File: config.mk
export PLATFORM = sky130hd
export DESIGN_NAME = sdf_fft_stage
export DESIGN_NICKNAME = d
export VERILOG_FILES = /design/src/rtl/sdf_fft_stage.sv
export SDC_FILE = /design/constraint.sdc
export NUM_CORES = 2
export LEC_CHECK = 0
export ABC_AREA = 1
export BUFFER_PORTS_ARGS = -buffer_cell sky130_fd_sc_hd__buf_2
export CORE_UTILIZATION = 55
export CTS_CLUSTER_SIZE = 14
export DETAILED_ROUTE_END_ITERATION = 8
export GPL_TIMING_DRIVEN = 0
export PLACE_DENSITY = 0.74
export SKIP_CTS_REPAIR_TIMING = 1
export SLEW_MARGIN = 15
export SYNTH_ARGS = -nofsm -noshare
export SYNTH_HDL_FRONTEND = slang
export SYNTH_SLANG_ARGS = --single-unit
File: constraint.sdc
create_clock -name clk -period 11.7 [get_ports clk]
set_input_delay 0.585 -clock clk [delete_from_list [all_inputs] [get_ports clk]]
set_output_delay 0.585 -clock clk [all_outputs]
set_load 0.005 [all_outputs]
File: src/rtl/sdf_fft_stage.sv
// sdf_fft_stage: radix-2 single-path delay-feedback DIF FFT stage with stall and inverse mode
//   clk, rst_n            : clock, synchronous active-low reset
//   in_valid, in_r, in_i  : complex input sample, accepted when in_valid=1
//   inv                   : inverse mode (conjugate twiddles), latched at frame start
//   out_valid, out_r, out_i : registered complex output sample
//   Build option SDF_SCALE_EN: halve sum and difference (round half up) in every stage
module sdf_fft_stage #(
  parameter int DW      = 12,
  parameter int N       = 8,
  parameter int TW_FRAC = 10
) (
  input  logic                 clk,
  input  logic                 rst_n,
  input  logic                 in_valid,
  input  logic signed [DW-1:0] in_r,
  input  logic signed [DW-1:0] in_i,
  input  logic                 inv,
  output logic                 out_valid,
  output logic signed [DW-1:0] out_r,
  output logic signed [DW-1:0] out_i
);
  localparam int D  = N / 2;
  localparam int CW = $clog2(N);
  localparam int KW = (D > 1) ? $clog2(D) : 1;
  localparam int PW = 2 * DW + 2;
  typedef logic signed [DW-1:0] smp_t;
  typedef logic signed [DW:0]   ext_t;
  typedef logic signed [PW-1:0] prd_t;
  localparam prd_t EMAX = prd_t'((2 ** DW) - 1);
  localparam prd_t EMIN = -prd_t'(2 ** DW);

  function automatic smp_t sat_out(input ext_t v);
    return (v[DW] == v[DW-1]) ? v[DW-1:0] : {v[DW], {(DW-1){~v[DW]}}};
  endfunction

  function automatic ext_t sat_ext(input prd_t v);
    return (v > EMAX) ? {1'b0, {DW{1'b1}}} : (v < EMIN) ? {1'b1, {DW{1'b0}}} : v[DW:0];
  endfunction

`ifdef SDF_SCALE_EN
  typedef logic signed [DW+1:0] wid_t;
  function automatic ext_t half(input wid_t v);
    return ext_t'((v + wid_t'(1)) >>> 1);
  endfunction
`endif

  logic [CW-1:0] cnt_q, cnt_d;
  logic          primed_q, primed_d, inv_q, inv_d, out_valid_q, out_valid_d;
  smp_t          out_r_q, out_r_d, out_i_q, out_i_d;
  ext_t          dl_r_q [D];
  ext_t          dl_i_q [D];
  ext_t          hr, hi, xr, xi, sr, si, dr, di, push_r, push_i;
  logic          phase_b;
  logic [KW-1:0] k;
  prd_t          wr, wi, pr, pi;
  smp_t          tw_r [D];
  smp_t          tw_i [D];

  // W^k = cos(2*pi*k/N) - j*sin(2*pi*k/N), rounded half away from zero
  for (genvar t = 0; t < D; t++) begin : g_tw
    localparam real C = (2.0 ** TW_FRAC) * $cos(2.0 * 3.141592653589793 * t / N);
    localparam real S = (2.0 ** TW_FRAC) * $sin(2.0 * 3.141592653589793 * t / N);
    assign tw_r[t] = smp_t'($rtoi(C < 0.0 ? C - 0.5 : C + 0.5));
    assign tw_i[t] = smp_t'(-$rtoi(S < 0.0 ? S - 0.5 : S + 0.5));
  end

  // In phase B the head is a raw sample of the same frame, so sum/difference fit DW+1 bits
  always_comb begin
    phase_b = cnt_q >= CW'(D);
    k = KW'(cnt_q - CW'(D));
    hr = dl_r_q[D-1];
    hi = dl_i_q[D-1];
    xr = ext_t'(in_r);
    xi = ext_t'(in_i);
`ifdef SDF_SCALE_EN
    sr = half(wid_t'(hr) + wid_t'(xr));
    si = half(wid_t'(hi) + wid_t'(xi));
    dr = half(wid_t'(hr) - wid_t'(xr));
    di = half(wid_t'(hi) - wid_t'(xi));
`else
    sr = hr + xr;
    si = hi + xi;
    dr = hr - xr;
    di = hi - xi;
`endif
    wr = prd_t'(tw_r[k]);
    wi = inv_q ? -prd_t'(tw_i[k]) : prd_t'(tw_i[k]);
    pr = (prd_t'(dr) * wr - prd_t'(di) * wi) >>> TW_FRAC;
    pi = (prd_t'(dr) * wi + prd_t'(di) * wr) >>> TW_FRAC;
    push_r = phase_b ? sat_ext(pr) : xr;
    push_i = phase_b ? sat_ext(pi) : xi;
    cnt_d = in_valid ? cnt_q + 1'b1 : cnt_q;
    primed_d = primed_q | (in_valid & (cnt_q == CW'(D - 1)));
    inv_d = (in_valid && cnt_q == '0) ? inv : inv_q;
    out_valid_d = in_valid & primed_q;
    out_r_d = in_valid ? sat_out(phase_b ? sr : hr) : out_r_q;
    out_i_d = in_valid ? sat_out(phase_b ? si : hi) : out_i_q;
  end

  always_ff @(posedge clk) begin
    if (!rst_n) begin
      cnt_q       <= '0;
      primed_q    <= 1'b0;
      inv_q       <= 1'b0;
      out_valid_q <= 1'b0;
      out_r_q     <= '0;
      out_i_q     <= '0;
      for (int j = 0; j < D; j++) begin
        dl_r_q[j] <= '0;
        dl_i_q[j] <= '0;
      end
    end else begin
      cnt_q       <= cnt_d;
      primed_q    <= primed_d;
      inv_q       <= inv_d;
      out_valid_q <= out_valid_d;
      out_r_q     <= out_r_d;
      out_i_q     <= out_i_d;
      if (in_valid) begin
        dl_r_q[0] <= push_r;
        dl_i_q[0] <= push_i;
        for (int j = 1; j < D; j++) begin
          dl_r_q[j] <= dl_r_q[j-1];
          dl_i_q[j] <= dl_i_q[j-1];
        end
      end
    end
  end

  assign out_valid = out_valid_q;
  assign out_r     = out_r_q;
  assign out_i     = out_i_q;
endmodule
# [Word-level counts from Yosys, hierarchy flattened]
# Memories as Yosys holds them, arrays and structs flattened.
# Index checks and enable logic that the tools add are counted.
[totals] regBits=30 output_inout_bits=25 word_cells=75 inputBits=28 mem_bits_rw=104 memories=2
[memory_table] name="dl_i_q" words=4 width=13 read_ports=4 rd_ports_with_merged_regs=0 wr=4 line_no="51" text="ext_t dl_i_q [D];"
[memory_table] name="dl_r_q" words=4 width=13 read_ports=4 rd_ports_with_merged_regs=0 wr=4 line_no="50" text="ext_t dl_r_q [D];"
[op_classes] multipliers=4 bitwise_logic=14 order_cmp=6 eq_ne=3 addsub=9 muxes=29 n_reduce_logical=2
[ops] op="2-to-1 mux 13 bit" n=16
[ops] op="2-to-1 mux 12 bit" n=6
[ops] op="multiplier 13 x 26 -> 26 bit" n=2
[ops] op="multiplier 13 x 12 -> 25 bit" n=2
[ops] op="binary-select mux 12 bit (select 2 bit)" n=2
[ops] op="> comparator 16 x 13 -> 1 bit (second input constant)" n=2
[ops] op="< comparator 16 x 13 -> 1 bit (second input constant)" n=2
[ops] op="adder 13 x 12 -> 13 bit" n=2
[ops] op="adder 26 x 25 -> 26 bit" n=1
[ops] op="2-to-1 mux 26 bit" n=1
[ops] op="negator 12 -> 26 bit" n=1
[ops] op="subtractor 13 x 12 -> 13 bit" n=2
[ops] op="subtractor 25 x 26 -> 26 bit" n=1
[ops] op="bitwise OR 1 bit" n=9
[ops] op="greater-or-equal comparator 3 bit (second input constant)" n=2
[ops] op="2-to-1 mux 1 bit" n=4
[ops] op="adder 3 x 1 -> 3 bit (second input constant)" n=1
[ops] op="== test 3 x 2 -> 1 bit (second input constant)" n=1
[ops] op="logical NOT 3 bit" n=1
[ops] op="NOT 2 -> 3 bit" n=1
[ops] op="bitwise AND 1 bit" n=2
[ops] op="== test 1 bit" n=2
[ops] op="NOT 1 bit" n=2
[ops] op="subtractor 2 x 1 -> 2 bit (second input constant)" n=1
[ops] op="logical AND 1 bit" n=1

# [Logic depth before layout (Yosys ltp)]
[logic_depth] word_depth=14 depth_mapped=45

# [Worst setup path before layout]
# Ideal clock, no wire load.
[synth_timing] path_kind="register to register" startpoint="reg cnt_q[0]" endpoint="mem dl_r_q[0][10] (netlist name), data pin" arrival_time_ps=8049 setup_slack_ps=3390 path_stages_with_launch=37 t_required_ps=11439 synth_period_minus_slack_ps=8310 cell_sequence="dfxtp_1 -> buf_4 -> inv_2 -> buf_1 -> ha_1 -> o21ai_2 -> buf_2 -> clkbuf_1 -> nor2_1 -> fa_1 -> inv_1 -> fa_1 -> fa_1 -> fa_1 -> fa_1 -> fa_1 -> inv_1 -> fa_1 -> inv_1 -> ha_1 -> a21oi_1 -> o21ai_0 -> a21oi_1 -> nand2_1 -> nand3_1 -> nand2_1 -> a31oi_1 -> o21ai_1 -> nand2_1 -> nand3_1 -> inv_1 -> nand2_1 -> nand3_1 -> nand2_1 -> inv_2 -> buf_6 -> a21oi_2"
[synth_lines] item="from (decl)" line_no="47" text="logic [CW-1:0] cnt_q, cnt_d;"
[synth_lines] item="from (signal assigned)" line_no="113" text="cnt_q <= cnt_d;"
[synth_lines] item="to (decl)" line_no="50"

==> results by group <==
Clock tree
  – CTS clock-pin slew for the worst setup and hold paths: 60 ps
  – TritonCTS clock tree: done
  – Root Driver: clkbuf_16
  – Num Clock Sinks: 134
  – Longest Clk Path Bufs: 2
  – Clock insertion delay at the later pin of the skew report: 440 ps
  – H-tree lvl count: 4
  – CTS Buf Count: 17

GRT
  – Largest net degree at the start of global routing: 59
  – Vias in the first global route: 21500
  – Gr usage total: 29.0%
  – First-pass GRT wire length: 116 mm
  – Initial antenna violation count: 0
  – Total gr overflow: 0

Routing
  – Final ANT Viol Nets: 0
  – First-pass detailed-route iteration total: 6
  – Via count: 20400
  – 1st-iter DRT viols: 1613
  – WL met1: 30.1 mm
  – Met3 wire length: 5.52 mm
  – DRC: 0
  – WL met2: 33.7 mm
  – DR top layer: met4
  – Final wirelength: 72.6 mm
  – Mean routed wirelength per cell: 18.4 µm
  – Via density: 5.16

Timing
  – Hold slack: 434 ps
  – Min Tclk post-route: 9710 ps
  – Unrepaired setup endpoints after global routing: no
  – Worst-margin pin slew: 1030 ps
  – Final Cycle Share: 83.0%
  – Final setup vio count: 0
  – Max Freq: 103 MHz
  – Skew final: 12.4 ps
  – Setup TNS Final: 0 ps
  – Worst slew margin: 31.6%
  – Final Hold Vio Count: 0
  – Final slew viol count: 0

Floorplan
  – Area of the core: 51400 µm²
  – I/O Pins: 53
  – Die area: 53000 µm²
  – Die height: 230 µm
  – Die W: 230 µm
  – Initial Util: 55.7%
  – Row cnt: 83

Placed design
  – DP HPWL: 63.4 mm
  – IO buf count: 52
  – GPL Wtd Cong: 0.995

Critical path
  – Most used cell, CP: fa_1
  – WS Path Type: reg -> reg
  – WP data arrival: 9870 ps
  – Max FO, Critical Path: 10
  – Crit-path max cell delay: 670 ps
  – Crit end category: flop
  – Crit path max-delay cell type: xor2_1
  – Crit path required time: 11860 ps
  – Startpoint Class: flop

Min path
  – Hold crit path type: in -> reg

Logic synthesis
  – Synth Flop Type: edfxtp_1
  – Seq cells post-synth: 134
  – Cell Area, Synth: 28600 µm²
  – Post-synth EDFFs: 104
  – Syn_nets: 4049
  – Sequential fraction of the synthesis area: 13.0%
  – Warnings from Yosys: 0
  – Library cells used by synthesis: 59
  – Async S/R FF share, synth: 0%
  – Gate Count Post-Synth: 3184
  – Synth Area per Inst: 8.99 µm²

Cells and area
  – Ant diodes: 0
  – Ratio of cells with drive above 1 in the final layout: 6.63%
  – Area delta synth->final: 6.38%
  – Nets: 4123

Status
  – Status: finished, final reports clean

Flow run
  – Max_cap viols: 0
[worst paths after layout]
| kind | from | cells after the start | slack (ps) | endpoint |
|---|---|---|---|---|
| worst min register to register | out_i[10] | 2 | 450 | out_i[10] |
| worst max-delay path | dl_i_q[3][0] | 33 | 1990 | dl_r_q[0][1] |
| worst max register to register | dl_i_q[3][0] | 33 | 1990 | dl_r_q[0][1] |
| worst min-delay path | rst_n | 3 | 430 | inv_q |
[per-stage QoR]
stage	worst slack (ps)	instance area (µm²)	std cells	utilization, %
4_1_cts	2010	30500	3951	59.3
3_3_place_gp	1720	29700	3916	57.9
5_1_grt	1540	30500	3951	59.3
6_report	1990	30500	3951	59.3
3_5_place_dp	1770	29800	3919	58.0
2_1_floorplan	3390	28600	3184	-
[critical path, delay by kind of cell (launching register included)]
kind / cells / cell delay (ps)
fa+ha+maj: 10 / 4550
compound gates: 4 / 640
flops: 1 / 410
xor+xnor: 2 / 950
simple gates: 8 / 1350
buf+inv: 9 / 1480
[final cells by class]
| type | count | area, µm² |
|---|---|---|
| Clock inverter | 14 | 223 |
| Clock buffer | 18 | 429 |
| Buffer | 63 | 320 |
| Multi-Input combinational cell | 2010 | 20900 |
| Inverter | 977 | 3680 |
| Tap cell | 680 | 851 |
| Timing Repair Buffer | 55 | 314 |
| Fill cell | 4483 | 20900 |
| Sequential cell | 134 | 3720 |
[logic make-up (layout without fill, tap and decap cells)]
group | Yosys count | count (layout) | synth area share, %
and+or+nand+nor | 821 | 821 | 12.4
xor gates and xnor gates | 99 | 99 | 3.15
adders and majority gates | 837 | 837 | 52.2
buffers and inverters | 1040 | 1127 | 14.0
DFF | 134 | 134 | 13.0
AOI/OAI and AO/OA | 252 | 252 | 5.21
other | 1 | 1 | 0.0131
[cells in the mapped netlist (11+ instances only)]
| cell | number | area share [%] |
|---|---|---|
| nor3_1 | 14 | 0.24 |
| inv_1 | 959 | 13 |
| a21oi_1 | 95 | 1.7 |
| nand4_1 | 11 | 0.24 |
| a21oi_2 | 24 | 0.73 |
| fa_1 | 597 | 42 |
| nand3_1 | 106 | 1.9 |
| clkbuf_1 | 39 | 0.51 |
| inv_2 | 12 | 0.16 |
| nor2_1 | 310 | 4.1 |
| dfxtp_1 | 30 | 2.1 |
| o21ai_0 | 82 | 1.4 |
| edfxtp_1 | 104 | 11 |
| nand2_2 | 31 | 0.68 |
| xor2_1 | 56 | 1.7 |
| xnor2_1 | 40 | 1.2 |
| ha_1 | 240 | 10 |
| nand2_1 | 304 | 4.0 |
[sequential cells by signal, summed over array words and instances, names as in the netlist]
name,count
inv_q,1
out_r,12
dl_i_q,52
dl_r_q,52
primed_q,1
cnt_q,3
out_valid,1
out_i,12
[cell usage in the layout (no fill, tap or decap), types with 5 or more instances in the layout]
cell type	count
inv_1	958
fa_1	597
nor2_1	308
nand2_1	304
ha_1	240
nand3_1	106
edfxtp_1	104
a21oi_1	95
o21ai_0	82
buf_2	61
xor2_1	56
clkbuf_1	40
xnor2_1	40
nand2_2	31
dfxtp_1	30
a21oi_2	24
clkbuf_16	17
nor3_1	14
inv_2	12
nand4_1	11
nand3_2	10
nand2_4	8
a21o_1	7
buf_4	6
o21ai_1	6
or2_2	6
nor2_2	6
o21bai_1	5
bufinv_16	5
[metal layers]
layer / up-vias / GRT usage (%)
met5: - / 0
met4: 0 / 11.6
met3: 163 / 4.80
met2: 734 / 46.6
met1: 10000 / 39.4
li1: 9488 / -
Power is not shown: default switching activity piles up to over one toggle a cycle in this logic, so the estimate is an artifact.
